[src/rtl/audio_spi_tx_if.sv]
// rtl/audio_spi_tx_if.sv - word handshake between an audio source and audio_spi_tx
interface audio_spi_tx_if #(
  parameter int DATA_W = 16
);
  logic [DATA_W-1:0] tx_data;
  logic              tx_valid;
  logic              tx_ready;

  modport master (output tx_data, output tx_valid, input tx_ready);
  modport slave  (input tx_data, input tx_valid, output tx_ready);
endinterface

[src/rtl/audio_spi_tx.sv]
// rtl/audio_spi_tx.sv - buffered 16-bit SPI transmitter (mode 0, active-high CS)
// All pins are a one-cycle registered decode of the FSM, so every phase keeps its length.
module audio_spi_tx #(
  parameter int DATA_W     = 16,
  parameter int CLK_DIV    = 6,
  parameter int CS_SETUP   = 2,
  parameter int CS_HOLD    = 2,
  parameter int IDLE_GAP   = 2,
  parameter int FIFO_DEPTH = 4
) (
  input  logic                          clk_25mhz,
  input  logic                          reset,
  audio_spi_tx_if.slave                 tx,
  output logic                          spi_sclk_out,
  output logic                          spi_mosi_out,
  output logic                          spi_cs_out,
  output logic                          busy,
  output logic [$clog2(FIFO_DEPTH):0]   fifo_level
);
  localparam int AW = $clog2(FIFO_DEPTH);
  localparam int BW = $clog2(DATA_W);

  typedef enum logic [2:0] {IDLE, SETUP, SHIFT, HOLD, GAP} state_t;

  state_t            state_q, state_d;
  logic [7:0]        cnt_q, cnt_d;
  logic [BW-1:0]     bit_q, bit_d;
  logic              phase_q, phase_d;
  logic [DATA_W-1:0] shreg_q, shreg_d;
  logic [DATA_W-1:0] mem [FIFO_DEPTH];
  logic [AW-1:0]     wr_ptr_q, rd_ptr_q;
  logic [AW:0]       count_q, count_d;
  logic              tx_ready_q, sclk_q, mosi_q, cs_q, busy_q;
  logic              push, pop;

  assign push = tx.tx_valid && tx_ready_q;
  assign pop  = (state_q == IDLE) && (count_q != '0);

  always_comb begin
    count_d = count_q;
    case ({push, pop})
      2'b10:   count_d = count_q + 1'b1;
      2'b01:   count_d = count_q - 1'b1;
      default: count_d = count_q;
    endcase
  end

  always_ff @(posedge clk_25mhz) begin
    if (push) mem[wr_ptr_q] <= tx.tx_data;
  end

  always_comb begin
    state_d = state_q;
    cnt_d   = cnt_q;
    bit_d   = bit_q;
    phase_d = phase_q;
    shreg_d = shreg_q;
    case (state_q)
      IDLE: begin
        if (pop) begin
          shreg_d = mem[rd_ptr_q];
          cnt_d   = '0;
          state_d = SETUP;
        end
      end
      SETUP: begin
        if (cnt_q == 8'(CS_SETUP - 1)) begin
          cnt_d   = '0;
          phase_d = 1'b0;
          bit_d   = '0;
          state_d = SHIFT;
        end else begin
          cnt_d = cnt_q + 1'b1;
        end
      end
      SHIFT: begin
        // phase_q low = SCLK low half; data advances only when a high half ends
        if (cnt_q == 8'(CLK_DIV - 1)) begin
          cnt_d = '0;
          if (!phase_q) begin
            phase_d = 1'b1;
          end else begin
            phase_d = 1'b0;
            if (bit_q == BW'(DATA_W - 1)) begin
              state_d = HOLD;
            end else begin
              bit_d   = bit_q + 1'b1;
              shreg_d = {shreg_q[DATA_W-2:0], 1'b0};
            end
          end
        end else begin
          cnt_d = cnt_q + 1'b1;
        end
      end
      HOLD: begin
        if (cnt_q == 8'(CS_HOLD - 1)) begin
          cnt_d   = '0;
          state_d = GAP;
        end else begin
          cnt_d = cnt_q + 1'b1;
        end
      end
      GAP: begin
        if (cnt_q == 8'(IDLE_GAP - 1)) begin
          cnt_d   = '0;
          state_d = IDLE;
        end else begin
          cnt_d = cnt_q + 1'b1;
        end
      end
      default: state_d = IDLE;
    endcase
  end

  always_ff @(posedge clk_25mhz or posedge reset) begin
    if (reset) begin
      state_q    <= IDLE;
      cnt_q      <= '0;
      bit_q      <= '0;
      phase_q    <= 1'b0;
      shreg_q    <= '0;
      wr_ptr_q   <= '0;
      rd_ptr_q   <= '0;
      count_q    <= '0;
      tx_ready_q <= 1'b0;
      sclk_q     <= 1'b0;
      mosi_q     <= 1'b0;
      cs_q       <= 1'b0;
      busy_q     <= 1'b0;
    end else begin
      state_q    <= state_d;
      cnt_q      <= cnt_d;
      bit_q      <= bit_d;
      phase_q    <= phase_d;
      shreg_q    <= shreg_d;
      wr_ptr_q   <= push ? wr_ptr_q + 1'b1 : wr_ptr_q;
      rd_ptr_q   <= pop  ? rd_ptr_q + 1'b1 : rd_ptr_q;
      count_q    <= count_d;
      tx_ready_q <= (count_d != (AW+1)'(FIFO_DEPTH));
      sclk_q     <= (state_q == SHIFT) && phase_q;
      cs_q       <= (state_q == SETUP) || (state_q == SHIFT) || (state_q == HOLD);
      mosi_q     <= ((state_q == SETUP) || (state_q == SHIFT) || (state_q == HOLD))
                    ? shreg_q[DATA_W-1] : 1'b0;
      busy_q     <= (state_q != IDLE) || (count_q != '0);
    end
  end

  assign tx.tx_ready  = tx_ready_q;
  assign spi_sclk_out = sclk_q;
  assign spi_mosi_out = mosi_q;
  assign spi_cs_out   = cs_q;
  assign busy         = busy_q;
  assign fifo_level   = count_q;
endmodule

[src/flat_wrapper.sv]
// flat-port wrapper written by rule: the top's interface ports become plain ports
module audio_spi_tx_flat 
#(
  parameter int DATA_W     = 16,
  parameter int CLK_DIV    = 6,
  parameter int CS_SETUP   = 2,
  parameter int CS_HOLD    = 2,
  parameter int IDLE_GAP   = 2,
  parameter int FIFO_DEPTH = 4
)
  (clk_25mhz, reset, spi_sclk_out, spi_mosi_out, spi_cs_out, busy, fifo_level, tx_tx_data, tx_tx_valid, tx_tx_ready);
  audio_spi_tx_if #(.DATA_W(DATA_W)) tx_i ();
  input  logic clk_25mhz;
  input  logic reset;
  output logic spi_sclk_out;
  output logic spi_mosi_out;
  output logic spi_cs_out;
  output logic busy;
  output logic [$clog2(FIFO_DEPTH):0] fifo_level;
  input wire logic [$bits(tx_i.tx_data)-1:0] tx_tx_data;
  input wire logic [$bits(tx_i.tx_valid)-1:0] tx_tx_valid;
  output wire logic [$bits(tx_i.tx_ready)-1:0] tx_tx_ready;
  assign tx_i.tx_data = tx_tx_data;
  assign tx_i.tx_valid = tx_tx_valid;
  assign tx_tx_ready = tx_i.tx_ready;
  audio_spi_tx #(.DATA_W(DATA_W), .CLK_DIV(CLK_DIV), .CS_SETUP(CS_SETUP), .CS_HOLD(CS_HOLD), .IDLE_GAP(IDLE_GAP), .FIFO_DEPTH(FIFO_DEPTH)) u_core (.clk_25mhz(clk_25mhz), .reset(reset), .tx(tx_i), .spi_sclk_out(spi_sclk_out), .spi_mosi_out(spi_mosi_out), .spi_cs_out(spi_cs_out), .busy(busy), .fifo_level(fifo_level));
endmodule
[config.mk]
export PLATFORM = sky130hd
export DESIGN_NAME = audio_spi_tx_flat
export DESIGN_NICKNAME = d
export VERILOG_FILES = /design/src/rtl/audio_spi_tx_if.sv /design/src/rtl/audio_spi_tx.sv /design/src/flat_wrapper.sv
export SDC_FILE = /design/constraint.sdc
export NUM_CORES = 1
export LEC_CHECK = 0
export ABC_CLOCK_PERIOD_IN_PS = 3700
export CAP_MARGIN = 20
export CORE_ASPECT_RATIO = 2
export CORE_MARGIN = 4
export CORE_UTILIZATION = 30
export CTS_BUF_LIST = sky130_fd_sc_hd__clkbuf_4 sky130_fd_sc_hd__clkbuf_8
export CTS_CLUSTER_DIAMETER = 200
export DETAILED_ROUTE_END_ITERATION = 7
export DONT_BUFFER_PORTS = 1
export GPL_TIMING_DRIVEN = 1
export HOLD_SLACK_MARGIN = 0.15
export SYNTH_ARGS = -nofsm -noshare
export SYNTH_HDL_FRONTEND = slang
export SYNTH_SLANG_ARGS = --single-unit
[constraint.sdc]
create_clock -name clk_25mhz -period 3.7 [get_ports clk_25mhz]
set_clock_uncertainty 0.05 [all_clocks]
set_input_delay 0.37 -clock clk_25mhz [delete_from_list [all_inputs] [get_ports clk_25mhz]]
set_output_delay 0.37 -clock clk_25mhz [all_outputs]
set_load 0.005 [all_outputs]
==> results of run 1 <==
-- kinds of logic after synthesis --
family | count (synthesis)
flops | 108
mux | 21
simple gates | 80
xor+xnor | 10
fa+ha+maj | 9
compound gates | 49
buf+inv | 27
-- worst max path at each step --
stage                            from                  to  cells past startpoint
floorplan           u_core.state_q[0]  u_core.tx.tx_ready                     12
global placement    u_core.state_q[1]  u_core.tx.tx_ready                     10
detailed placement  u_core.state_q[1]  u_core.tx.tx_ready                     10
CTS                 u_core.state_q[1]  u_core.tx.tx_ready                     10
global route        u_core.state_q[1]  u_core.tx.tx_ready                     10
finish              u_core.state_q[1]  u_core.tx.tx_ready                     10
-- cells in the mapped netlist, types with 2 or more instances --
cell type  instances
nand2b_1          12
o31ai_1            3
nand2_1           12
a31oi_1            2
or2_1              2
o221a_2           15
xnor2_1            7
nand3_1            5
or2b_1             6
mux2i_1            3
nor4_1             2
o22ai_1            3
buf_2              5
buf_6              2
or4_1              2
nand3b_1           2
and3_1             8
nor2_1            12
mux4_2            16
or3_1              3
clkbuf_1           6
mux2_2             2
o21ai_0            8
dfrtp_1           44
o211ai_1           2
xor2_1             3
nor3_1             5
a21oi_1            8
edfxtp_1          64
inv_1             11
ha_1               8
-- metal layers --
| metal | up-vias | wire length, um |
|---|---|---|
| li1 | 1196 | - |
| met1 | 1288 | 3080 |
| met2 | 39 | 5080 |
| met3 | 15 | 244 |
| met4 | 0 | 269 |
| met5 | - | 0 |
-- state kept, by name (all words and copies together), names as in the netlist --
| signal | count |
|---|---|
| u_core.spi_sclk_out | 1 |
| u_core.mem | 64 |
| u_core.shreg_q | 16 |
| u_core.fifo_level | 3 |
| u_core.wr_ptr_q | 2 |
| u_core.spi_mosi_out | 1 |
| u_core.rd_ptr_q | 2 |
| u_core.phase_q | 1 |
| u_core.spi_cs_out | 1 |
| u_core.busy | 1 |
| u_core.bit_q | 4 |
| u_core.cnt_q | 8 |
| u_core.tx.tx_ready | 1 |
| u_core.state_q | 3 |
-- through the flow --
stage	hold slack, ns	utilization	instance area, um^2	instances	setup slack (ns)
floorplan	0.419	-	4650	304	1.22
finish	0.287	0.341	5220	524	0.618
CTS	0.493	0.340	5190	523	0.597
detailed placement	0.419	0.315	4820	489	0.611
global placement	0.419	0.315	4820	489	0.751
global route	0.287	0.341	5220	524	0.405
-- critical path, cell delays in order, from the launching register on --
cell and delay (ns):
dfrtp_1 0.52, or2_1 0.38, or3_1 0.64, inv_2 0.19
ha_1 0.19, inv_1 0.06, fa_1 0.38, xor2_1 0.15
nor2_1 0.11, xor2_1 0.21, nand2_1 0.08
-- power by group through the flow --
stage | registers, W | logic (W) | clock network, W
2_1_floorplan | 0.00153 | 0.000202 | 0
3_3_place_gp | 0.00154 | 0.000275 | 0
3_5_place_dp | 0.00156 | 0.000285 | 0
4_1_cts | 0.00153 | 0.000307 | 0.000754
5_1_grt | 0.00154 | 0.000332 | 0.000800
6_report | 0.00153 | 0.000297 | 0.000725
-- final cells by class --
type | count | share of cell area
timing repair buffer | 21 | 0.0413
clock buffer | 10 | 0.0264
tap | 198 | 0.0475
clock inverter | 6 | 0.0118
inverter | 12 | 0.00864
sequential | 108 | 0.580
multi-input combinational | 169 | 0.285
-- repair_timing --
item,4_1_cts,5_1_grt
hold buffers,18,0
hold endpoints to repair,109,0
gates resized for setup,0,0
==> metrics.cfg, run 1 <==
[cts]
cts_buffers = 9
cts.sinks = 108
cts_buffer_depth = 2
post_cts_buffers = 0
clock_latency_ns = 0.38
tritoncts = yes
ctsRootBufferMaster = clkbuf_8
htreeDepth = 3
clkTransAtPathRegs_ns = 0.11

[global_route]
grt_use_met3 = 0.0225
use_met1 = 0.107
grt-ovfl-total = 0
top_usage_layer = met2
grt_start_max_net_pins = 45
antenna_found_initial = 0
grt_pass1_vias = 2852
grt_util_met2 = 0.210
grt_pass1_wl_um = 14700
track_usage = 0.111

[worst_setup_path]
critPathLaunchType = register
crit_path_end_kind = register
r2r.worst_path.cells = 10
crit_arrival_ns = 3.30
r2r_start = u_core.state_q[1]
worstPathMaxFanout = 18
path_class = reg -> reg
cp.required_ns = 3.92
rrSetupSlack_ns = 0.62
timing.rr.end = u_core.tx.tx_ready

[timing]
slew_violations = 0
tns_ns = 0
min_period_over_period = 0.833
rsz0062_at_grt = false
maxSlewHeadroom = 0.399
worst_pin_slew_ns = 0.901
setup_viol_count_final = 0
final-hold-violation-count = 0
fmax_mhz = 324
min_period_ns = 3.08

[layout]
final_common_cell = edfxtp_1
drive_gt1_frac = 0.175
register_area_mm2 = 0.00302
fill_cells = 1468
layout_common_cells = 64 x edfxtp_1, 44 x dfrtp_1, 18 x dlygate4sd3_1, 16 x mux4_2, 15 x o221a_2
nets = 349
diodes = 0
multi_input_area_mm2 = 0.00149
syn_to_final_growth_pct = 12.2

[placed_design]
hpwl_um = 6200
port_buffers = 0
gp_congestion = 0.817

[synth]
synth_compound_area_frac = 0.0835
synth_edf_count = 64
netlist_top_cells_area = edfxtp_1 41%, dfrtp_1 24%, mux4_2 7.8%
syn_inst = 304
syn_area_mm2 = 0.00465
yosys.area_share.xor_xnor = 0.0188
synth_top_family_by_area = simple AND/OR/NAND/NOR gates
seq_area_frac_synth = 0.651
ys_seq_elements = 108
yosys_warnings = 0
async_flop_share = 0.407
ys_types = 52
synthMuxAreaShare = 0.0889
post-synth-top-area-cell = edfxtp_1
synth_adder_area_share = 0.0258
syn_area_per_cell_um2 = 15.3
synth_nets = 332
yosys.area_share.simple = 0.103
yosys_most_used_dff = edfxtp_1
synth.top_cell.area_share = 0.414

[die]
start_util = 0.304
die_w_um = 96.0
rows = 64
dieArea_mm2 = 0.0177
pin_count = 27
die_y_um = 184
core_mm2 = 0.0153

[pwr]
net-switching-power_w = 0.000645
power_density_mw_per_mm2 = 488
internal_power_w = 0.00190
sequentialPowerShare = 0.599
peakVddDrop_mv = 0.266
leakagePower_nw = 1.85
combPwrFrac = 0.116
p_clk_frac = 0.285
power_w = 0.00255
switching_share = 0.253

[status]
status = finished clean

[hold_path]
hp-class = in -> async

[routing]
firstDrtPassIters = 4
viasPerCell = 4.84
ant_nets = 0
drt_iter0_drc = 98
wl_per_cell_um = 16.5
via_count = 2538
drc = 0
wl_um = 8670

[run]
drv_cap = 0

Power figures use the tool's default switching activity.
==> inputs of run 2 (changes only) <==
ABC_CLOCK_PERIOD_IN_PS = 3230   (was 3700)
clock period = 3.23 ns   (was 3.7 ns; I/O delays follow)
==> run 2 against run 1 <==
Highest routed layer unchanged. Hold slack got worse by 0.041 ns. Sequential share of layout area down 0.39 points. Global-route usage down 0.24 points. Total power increased by 17%. Sequential cell count did not move. Fmax grew 13%.
==> metrics.cfg, run 2 (synthesis results as in run 1) <==
[die]
die_y_um = 184  ; unchanged
pin_count = 27  ; unchanged
die_w_um = 96.0  ; unchanged
start_util = 0.304  ; unchanged
rows = 64  ; unchanged
core_mm2 = 0.0153  ; unchanged
dieArea_mm2 = 0.0177  ; unchanged

[timing]
slew_violations = 0  ; unchanged
postLayoutSetupSlackWorst_ns = 0.494  ; was 0.618 ns
worst_pin_slew_ns = 0.914  ; was 0.901 ns
maxSlewHeadroom = 0.375  ; was 0.399
fmax_mhz = 365  ; was 324 MHz
min_period_ns = 2.74  ; was 3.08 ns
min_period_over_period = 0.847  ; was 0.833
rsz0062_at_grt = false  ; unchanged
final-hold-violation-count = 0  ; unchanged
tns_ns = 0  ; unchanged
setup_viol_count_final = 0  ; unchanged

[placed_design]
port_buffers = 0  ; unchanged
dp_slack_ns = 0.514  ; was 0.611 ns
gp_congestion = 0.802  ; was 0.817
hpwl_um = 6010  ; was 6200 um

[global_route]
grt_util_met2 = 0.202  ; was 0.210
grt_pass1_vias = 2801  ; was 2852
track_usage = 0.109  ; was 0.111
grt_pass1_wl_um = 14400  ; was 14700 um
top_usage_layer = met2  ; unchanged
grt_start_max_net_pins = 45  ; unchanged
grt_use_met3 = 0.0229  ; was 0.0225
use_met1 = 0.109  ; was 0.107
antenna_found_initial = 0  ; unchanged
grt-ovfl-total = 0  ; unchanged

[worst_setup_path]
path_class = reg -> reg  ; unchanged
crit_buf_inv = 2  ; unchanged
critPathLaunchType = register  ; unchanged
crit_chain = or2_1 > or3_1 > inv_2 > ha_1 > inv_1 > fa_1 > xor2_1 > nor2_1 > xor2_1 > nand2_1  ; unchanged
slowest_delay_ns = 0.50  ; was 0.64 ns
cp.required_ns = 3.45  ; was 3.92 ns
crit_path_end_kind = register  ; unchanged
crit_arrival_ns = 2.95  ; was 3.30 ns
worstPathMaxFanout = 13  ; was 18
cpLargestDelayFamily = simple AND/OR/NAND/NOR gates  ; unchanged
cp_common_cell = xor2_1  ; unchanged
crit_path_top_delay_cell = dfrtp_1  ; was or3_1

[pwr]
power_density_mw_per_mm2 = 566  ; was 488 mW/mm^2
leakagePower_nw = 1.87  ; was 1.85 nW
peakVddDrop_mv = 0.347  ; was 0.266 mV

[cts]
cts.sinks = 108  ; unchanged
cts_buffers = 9  ; unchanged
clock_latency_ns = 0.38  ; about the same
clkTransAtPathRegs_ns = 0.10  ; was 0.11 ns
cts_buffer_depth = 2  ; unchanged
htreeDepth = 3  ; unchanged
tritoncts = yes  ; unchanged
cts_resized = 0  ; unchanged
ctsRootBufferMaster = clkbuf_8  ; unchanged

[layout]
top_regs = u_core.mem: 64 flops, u_core.shreg_q: 16 flops, u_core.cnt_q: 8 flops  ; unchanged
fill_cells = 1457  ; was 1468
layout_common_cells = 64 x edfxtp_1, 44 x dfrtp_1, 18 x dlygate4sd3_1, 16 x mux4_2, 15 x o221a_2  ; unchanged
diodes = 0  ; unchanged
drive_gt1_frac = 0.180  ; was 0.175
largest_reg_flops = 64  ; unchanged
regMostFlops = u_core.mem  ; unchanged
syn_to_final_growth_pct = 13.0  ; was 12.2%
final_common_cell = edfxtp_1  ; unchanged
nets = 351  ; was 349

[routing]
firstDrtPassIters = 5  ; was 4
viasPerCell = 4.90  ; was 4.84
wl_um = 8610  ; was 8670 um
wl_per_cell_um = 16.4  ; was 16.5 um
ant_nets = 0  ; unchanged
drc = 0  ; unchanged
drt_iter0_drc = 99  ; was 98
via_count = 2578  ; was 2538

[status]
status = finished clean  ; unchanged

[run]
drv_cap = 0  ; unchanged

[hold_path]
hp-class = in -> async  ; unchanged

==> run 2: cell count changes in the layout (fill, tap and decap cells not counted), sizes merged <==
cell / before / now
buf: 3 / 5
bufinv: 1 / 2
inv: 14 / 13
==> run 2: power breakdown <==
| group | internal, W | switching (W) | total, W |
|---|---|---|---|
| clock | 0.000447 | 0.000445 | 0.000892 |
| combinational | 0.000130 | 0.000207 | 0.000336 |
| sequential | 0.00167 | 0.0000762 | 0.00175 |
==> run 2: worst paths after layout <==
check                                  start                 end  slack [ns]  cells after the start
max                        u_core.state_q[0]  u_core.tx.tx_ready        0.49                     10
min                                    reset   u_core.shreg_q[2]        0.25                      2
max reg2reg                u_core.state_q[0]  u_core.tx.tx_ready        0.49                     10
min reg2reg                  u_core.bit_q[0]     u_core.bit_q[0]        0.46                      1
max in group asynchronous              reset  u_core.wr_ptr_q[1]        2.43                      3
min in group clk_25mhz       u_core.bit_q[0]     u_core.bit_q[0]        0.46                      1
==> run 2: final cells by class <==
| type | count | area [um^2] | share of cell area |
|---|---|---|---|
| Tap cell | 198 | 248 | 0.0472 |
| Clock inverter | 6 | 87.6 | 0.0167 |
| Inverter | 12 | 45.0 | 0.00858 |
| Multi-Input combinational cell | 169 | 1490 | 0.283 |
| Timing Repair Buffer | 23 | 230 | 0.0439 |
| Sequential cell | 108 | 3020 | 0.576 |
| Clock buffer | 10 | 131 | 0.0250 |
==> run 2: timing repair <==
item                                    CTS  global route
hold buffers                             18             0
hold endpoints to repair                109             0
setup buffers                             0             0
endpoints found under the setup margin    0             0
==> run 2: stage by stage <==
stage | utilization | instances | area [um^2] | hold WS, ns | total power (W)
after global routing | 0.343 | 526 | 5250 | 0.247 | 0.00313
after floorplan | - | 304 | 4650 | 0.372 | 0.00198
after global placement | 0.316 | 491 | 4830 | 0.372 | 0.00208
after CTS | 0.342 | 525 | 5230 | 0.475 | 0.00303
after detailed placement | 0.316 | 491 | 4830 | 0.372 | 0.00210
final | 0.343 | 526 | 5250 | 0.246 | 0.00297
==> run 2: per-layer routing <==
layer	routed length, um	share of wire
met5	0	0
met4	286	0.033
met3	228	0.026
met2	4930	0.57
met1	3160	0.37
==> run 2: worst register-to-register path, cell delays in order, from the launching register on <==
cell and delay (ns):
dfrtp_1 0.50, or2_1 0.40, or3_1 0.39, inv_2 0.10, ha_1 0.18, inv_1 0.06
fa_1 0.38, xor2_1 0.16, nor2_1 0.13, xor2_1 0.21, nand2_1 0.08
==> inputs of run 3 (changes only) <==
ABC_AREA = 1   (was not set)
ABC_CLOCK_PERIOD_IN_PS = 2200   (was 3230)
clock period = 2.2 ns   (was 3.23 ns; I/O delays follow)
==> run 3 against run 2 <==
Count of clock-buffer cells in the layout did not move. Via count rose by 33%. Sequential cell count unchanged. Sequential power rose by 44%. First-iteration DRC count grew 55%. Design area increased by 5.9%. Register-to-register slack lost 0.33 ns. Die area up 4.3%. Combinational power is 64% higher. Utilization rose by 0.74 points. Critical path type unchanged. Highest routed layer unchanged.
==> metrics.cfg, run 3 <==
[timing]
fmax_mhz = 490  ; was 365 MHz
slew_violations = 0  ; unchanged
rsz0062_at_grt = false  ; unchanged
tns_ns = 0  ; unchanged
worst_pin_slew_ns = 0.630  ; was 0.914 ns
final-hold-violation-count = 0  ; unchanged
min_period_over_period = 0.927  ; was 0.847
setup_viol_count_final = 0  ; unchanged
postLayoutSetupSlackWorst_ns = 0.160  ; was 0.494 ns
min_period_ns = 2.04  ; was 2.74 ns
maxSlewHeadroom = 0.579  ; was 0.375

[synth]
yosys_warnings = 0  ; unchanged
syn_area_mm2 = 0.00486  ; was 0.00465 mm^2
post-synth-top-area-cell = edfxtp_1  ; unchanged
synth_edf_count = 64  ; unchanged
synth_nets = 522  ; was 332
async_flop_share = 0.407  ; unchanged
yosys.area_share.simple = 0.271  ; was 0.103
synth_top_family_by_area = simple AND/OR/NAND/NOR gates  ; unchanged
ys_types = 32  ; was 52
synth_adder_area_share = 0.0247  ; was 0.0258
synthTopCellsByCount = 168 x nand2_1, 73 x nand3_1, 64 x edfxtp_1  ; was 64 x edfxtp_1, 44 x dfrtp_1, 16 x mux4_2
synth_compound_area_frac = 0.0265  ; was 0.0835
netlist_top_cells_area = edfxtp_1 40%, dfrtp_1 23%, nand2_1 13%  ; was edfxtp_1 41%, dfrtp_1 24%, mux4_2 7.8%
yosys.area_share.xor_xnor = 0.0108  ; was 0.0188
seq_area_frac_synth = 0.622  ; was 0.651
syn_inst = 494  ; was 304
synth.top_cell.area_share = 0.395  ; was 0.414
yosys_most_used_dff = edfxtp_1  ; unchanged
syn_area_per_cell_um2 = 9.84  ; was 15.3 um^2
ys_seq_elements = 108  ; unchanged
synthMuxAreaShare = 0  ; was 0.0889
synth.most_common_cell = nand2_1  ; was edfxtp_1

[layout]
drive_gt1_frac = 0.100  ; was 0.180
syn_to_final_growth_pct = 14.4  ; was 13.0%
final_common_cell = nand2_1  ; was edfxtp_1
diodes = 0  ; unchanged
regMostFlops = u_core.mem  ; unchanged
layout_common_cells = 168 x nand2_1, 73 x nand3_1, 64 x edfxtp_1, 44 x dfrtp_1, 38 x nor2_1  ; was 64 x edfxtp_1, 44 x dfrtp_1, 18 x dlygate4sd3_1, 16 x mux4_2, 15 x o221a_2
nets = 553  ; was 351
top_regs = u_core.mem: 64 flops, u_core.shreg_q: 16 flops, u_core.cnt_q: 8 flops  ; unchanged
largest_reg_flops = 64  ; unchanged

[cts]
cts_buffers = 9  ; unchanged
cts_buffer_depth = 2  ; unchanged
cts.sinks = 108  ; unchanged
clkTransAtPathRegs_ns = 0.12  ; was 0.10 ns
tritoncts = yes  ; unchanged
ctsRootBufferMaster = clkbuf_8  ; unchanged
htreeDepth = 3  ; unchanged
clock_latency_ns = 0.39  ; was 0.38 ns

[routing]
drt_iter0_drc = 153  ; was 99
drc = 0  ; unchanged
wl_per_cell_um = 14.3  ; was 16.4 um
firstDrtPassIters = 4  ; was 5
ant_nets = 0  ; unchanged
wl_um = 10400  ; was 8610 um
viasPerCell = 4.68  ; was 4.90
via_count = 3422  ; was 2578

[pwr]
peakVddDrop_mv = 0.462  ; was 0.347 mV
leakagePower_nw = 2.37  ; was 1.87 nW
power_density_mw_per_mm2 = 778  ; was 566 mW/mm^2

[worst_setup_path]
r2r_start = u_core.state_q[2]  ; was u_core.state_q[0]
crit_path_end_kind = register  ; unchanged
crit_path_top_delay_cell = dfrtp_1  ; unchanged
worstPathMaxFanout = 4  ; was 13
timing.rr.end = u_core.tx.tx_ready  ; unchanged
crit_buf_inv = 3  ; was 2
crit_chain = inv_2 > nand2_4 > nor2_4 > nand2_1 > inv_1 > ha_1 > inv_1 > fa_2 > a21oi_1 > o21ai_1 > xor2_1 > nand2_1  ; was or2_1 > or3_1 > inv_2 > ha_1 > inv_1 > fa_1 > xor2_1 > nor2_1 > xor2_1 > nand2_1
path_class = reg -> reg  ; unchanged
cp.required_ns = 2.43  ; was 3.45 ns
r2r.worst_path.cells = 12  ; was 10
slowest_delay_ns = 0.41  ; was 0.50 ns
cpLargestDelayFamily = adder cells  ; was simple AND/OR/NAND/NOR gates
crit_arrival_ns = 2.27  ; was 2.95 ns
rrSetupSlack_ns = 0.16  ; was 0.49 ns
critPathLaunchType = register  ; unchanged

[die]
die_w_um = 98.0  ; was 96.0 um
pin_count = 27  ; unchanged
rows = 65  ; was 64
core_mm2 = 0.0159  ; was 0.0153 mm^2
dieArea_mm2 = 0.0184  ; was 0.0177 mm^2
die_y_um = 188  ; was 184 um
start_util = 0.306  ; was 0.304

[run]
drv_cap = 0  ; unchanged

[placed_design]
port_buffers = 0  ; unchanged
gp_congestion = 0.805  ; was 0.802
hpwl_um = 7310  ; was 6010 um
dp_slack_ns = 0.100  ; was 0.514 ns

[global_route]
grt-ovfl-total = 0  ; unchanged
track_usage = 0.119  ; was 0.109
grt_start_max_net_pins = 34  ; was 45
antenna_found_initial = 0  ; unchanged
grt_pass1_wl_um = 17300  ; was 14400 um
grt_pass1_vias = 3587  ; was 2801

[status]
status = finished clean  ; unchanged

[hold_path]
hp-class = in -> async  ; unchanged

run 3: metrics by stage:
| step | instances | hold WS [ns] | cell area (um^2) | power [W] | util |
|---|---|---|---|---|---|
| 2_1_floorplan | 494 | 0.269 | 4860 | 0.00287 | - |
| 3_3_place_gp | 696 | 0.102 | 5160 | 0.00305 | 0.325 |
| 3_5_place_dp | 696 | 0.116 | 5160 | 0.00310 | 0.325 |
| 4_1_cts | 730 | 0.253 | 5540 | 0.00440 | 0.350 |
| 5_1_grt | 731 | 0.289 | 5560 | 0.00454 | 0.351 |
| 6_report | 731 | 0.247 | 5560 | 0.00433 | 0.351 |
run 3: worst max path at each step:
| stage | start | end | slack [ns] | cells past startpoint |
|---|---|---|---|---|
| final | u_core.state_q[2] | u_core.tx.tx_ready | 0.16 | 12 |
| after global routing | u_core.fifo_level[0] | u_core.tx.tx_ready | 0.03 | 10 |
| after CTS | u_core.state_q[2] | u_core.tx.tx_ready | 0.06 | 12 |
| after detailed placement | u_core.state_q[2] | u_core.tx.tx_ready | 0.10 | 12 |
| after global placement | u_core.state_q[2] | u_core.tx.tx_ready | 0.11 | 12 |
| after floorplan | u_core.state_q[2] | u_core.tx.tx_ready | 0.10 | 12 |
run 3: report_power, final:
group / switching (W) / internal (W)
Sequential: 0.0000829 / 0.00244
Combinational: 0.000361 / 0.000189
Clock: 0.000690 / 0.000569
run 3: cell type report:
cell class	count	area, um^2
well taps	201	251
clock buffers	10	138
flip-flops and latches	108	3020
repair buffers	37	335
clock inverters	6	70.1
inverters	31	116
fillers	1601	10300
multi-input cells	338	1630
run 3: cells by family (layout without fill, tap and decap cells):
logic type                 count (synthesis)  in the layout
buffers and inverters                     48             84
AOI/OAI and AO/OA                         22             22
xor gates and xnor gates                   6              6
DFF                                      108            108
adders and majority gates                  9              9
and+or+nand+nor                          301            301
run 3: metal layers:
layer / track usage / up-vias / share of wire / wire length [um]
li1: - / 1695 / - / -
met1: 0.115 / 1660 / 0.39 / 4010
met2: 0.228 / 46 / 0.57 / 5920
met3: 0.0223 / 21 / 0.019 / 195
met4: 0.0656 / 0 / 0.028 / 296
met5: 0 / - / 0 / 0
run 3: timing repair:
action | CTS | global route
hold buffers | 18 | 0
endpoints found under the setup margin | 0 | 2
resized for setup | 0 | 4
endpoints found under the hold margin | 110 | 0
setup buffers | 0 | 1
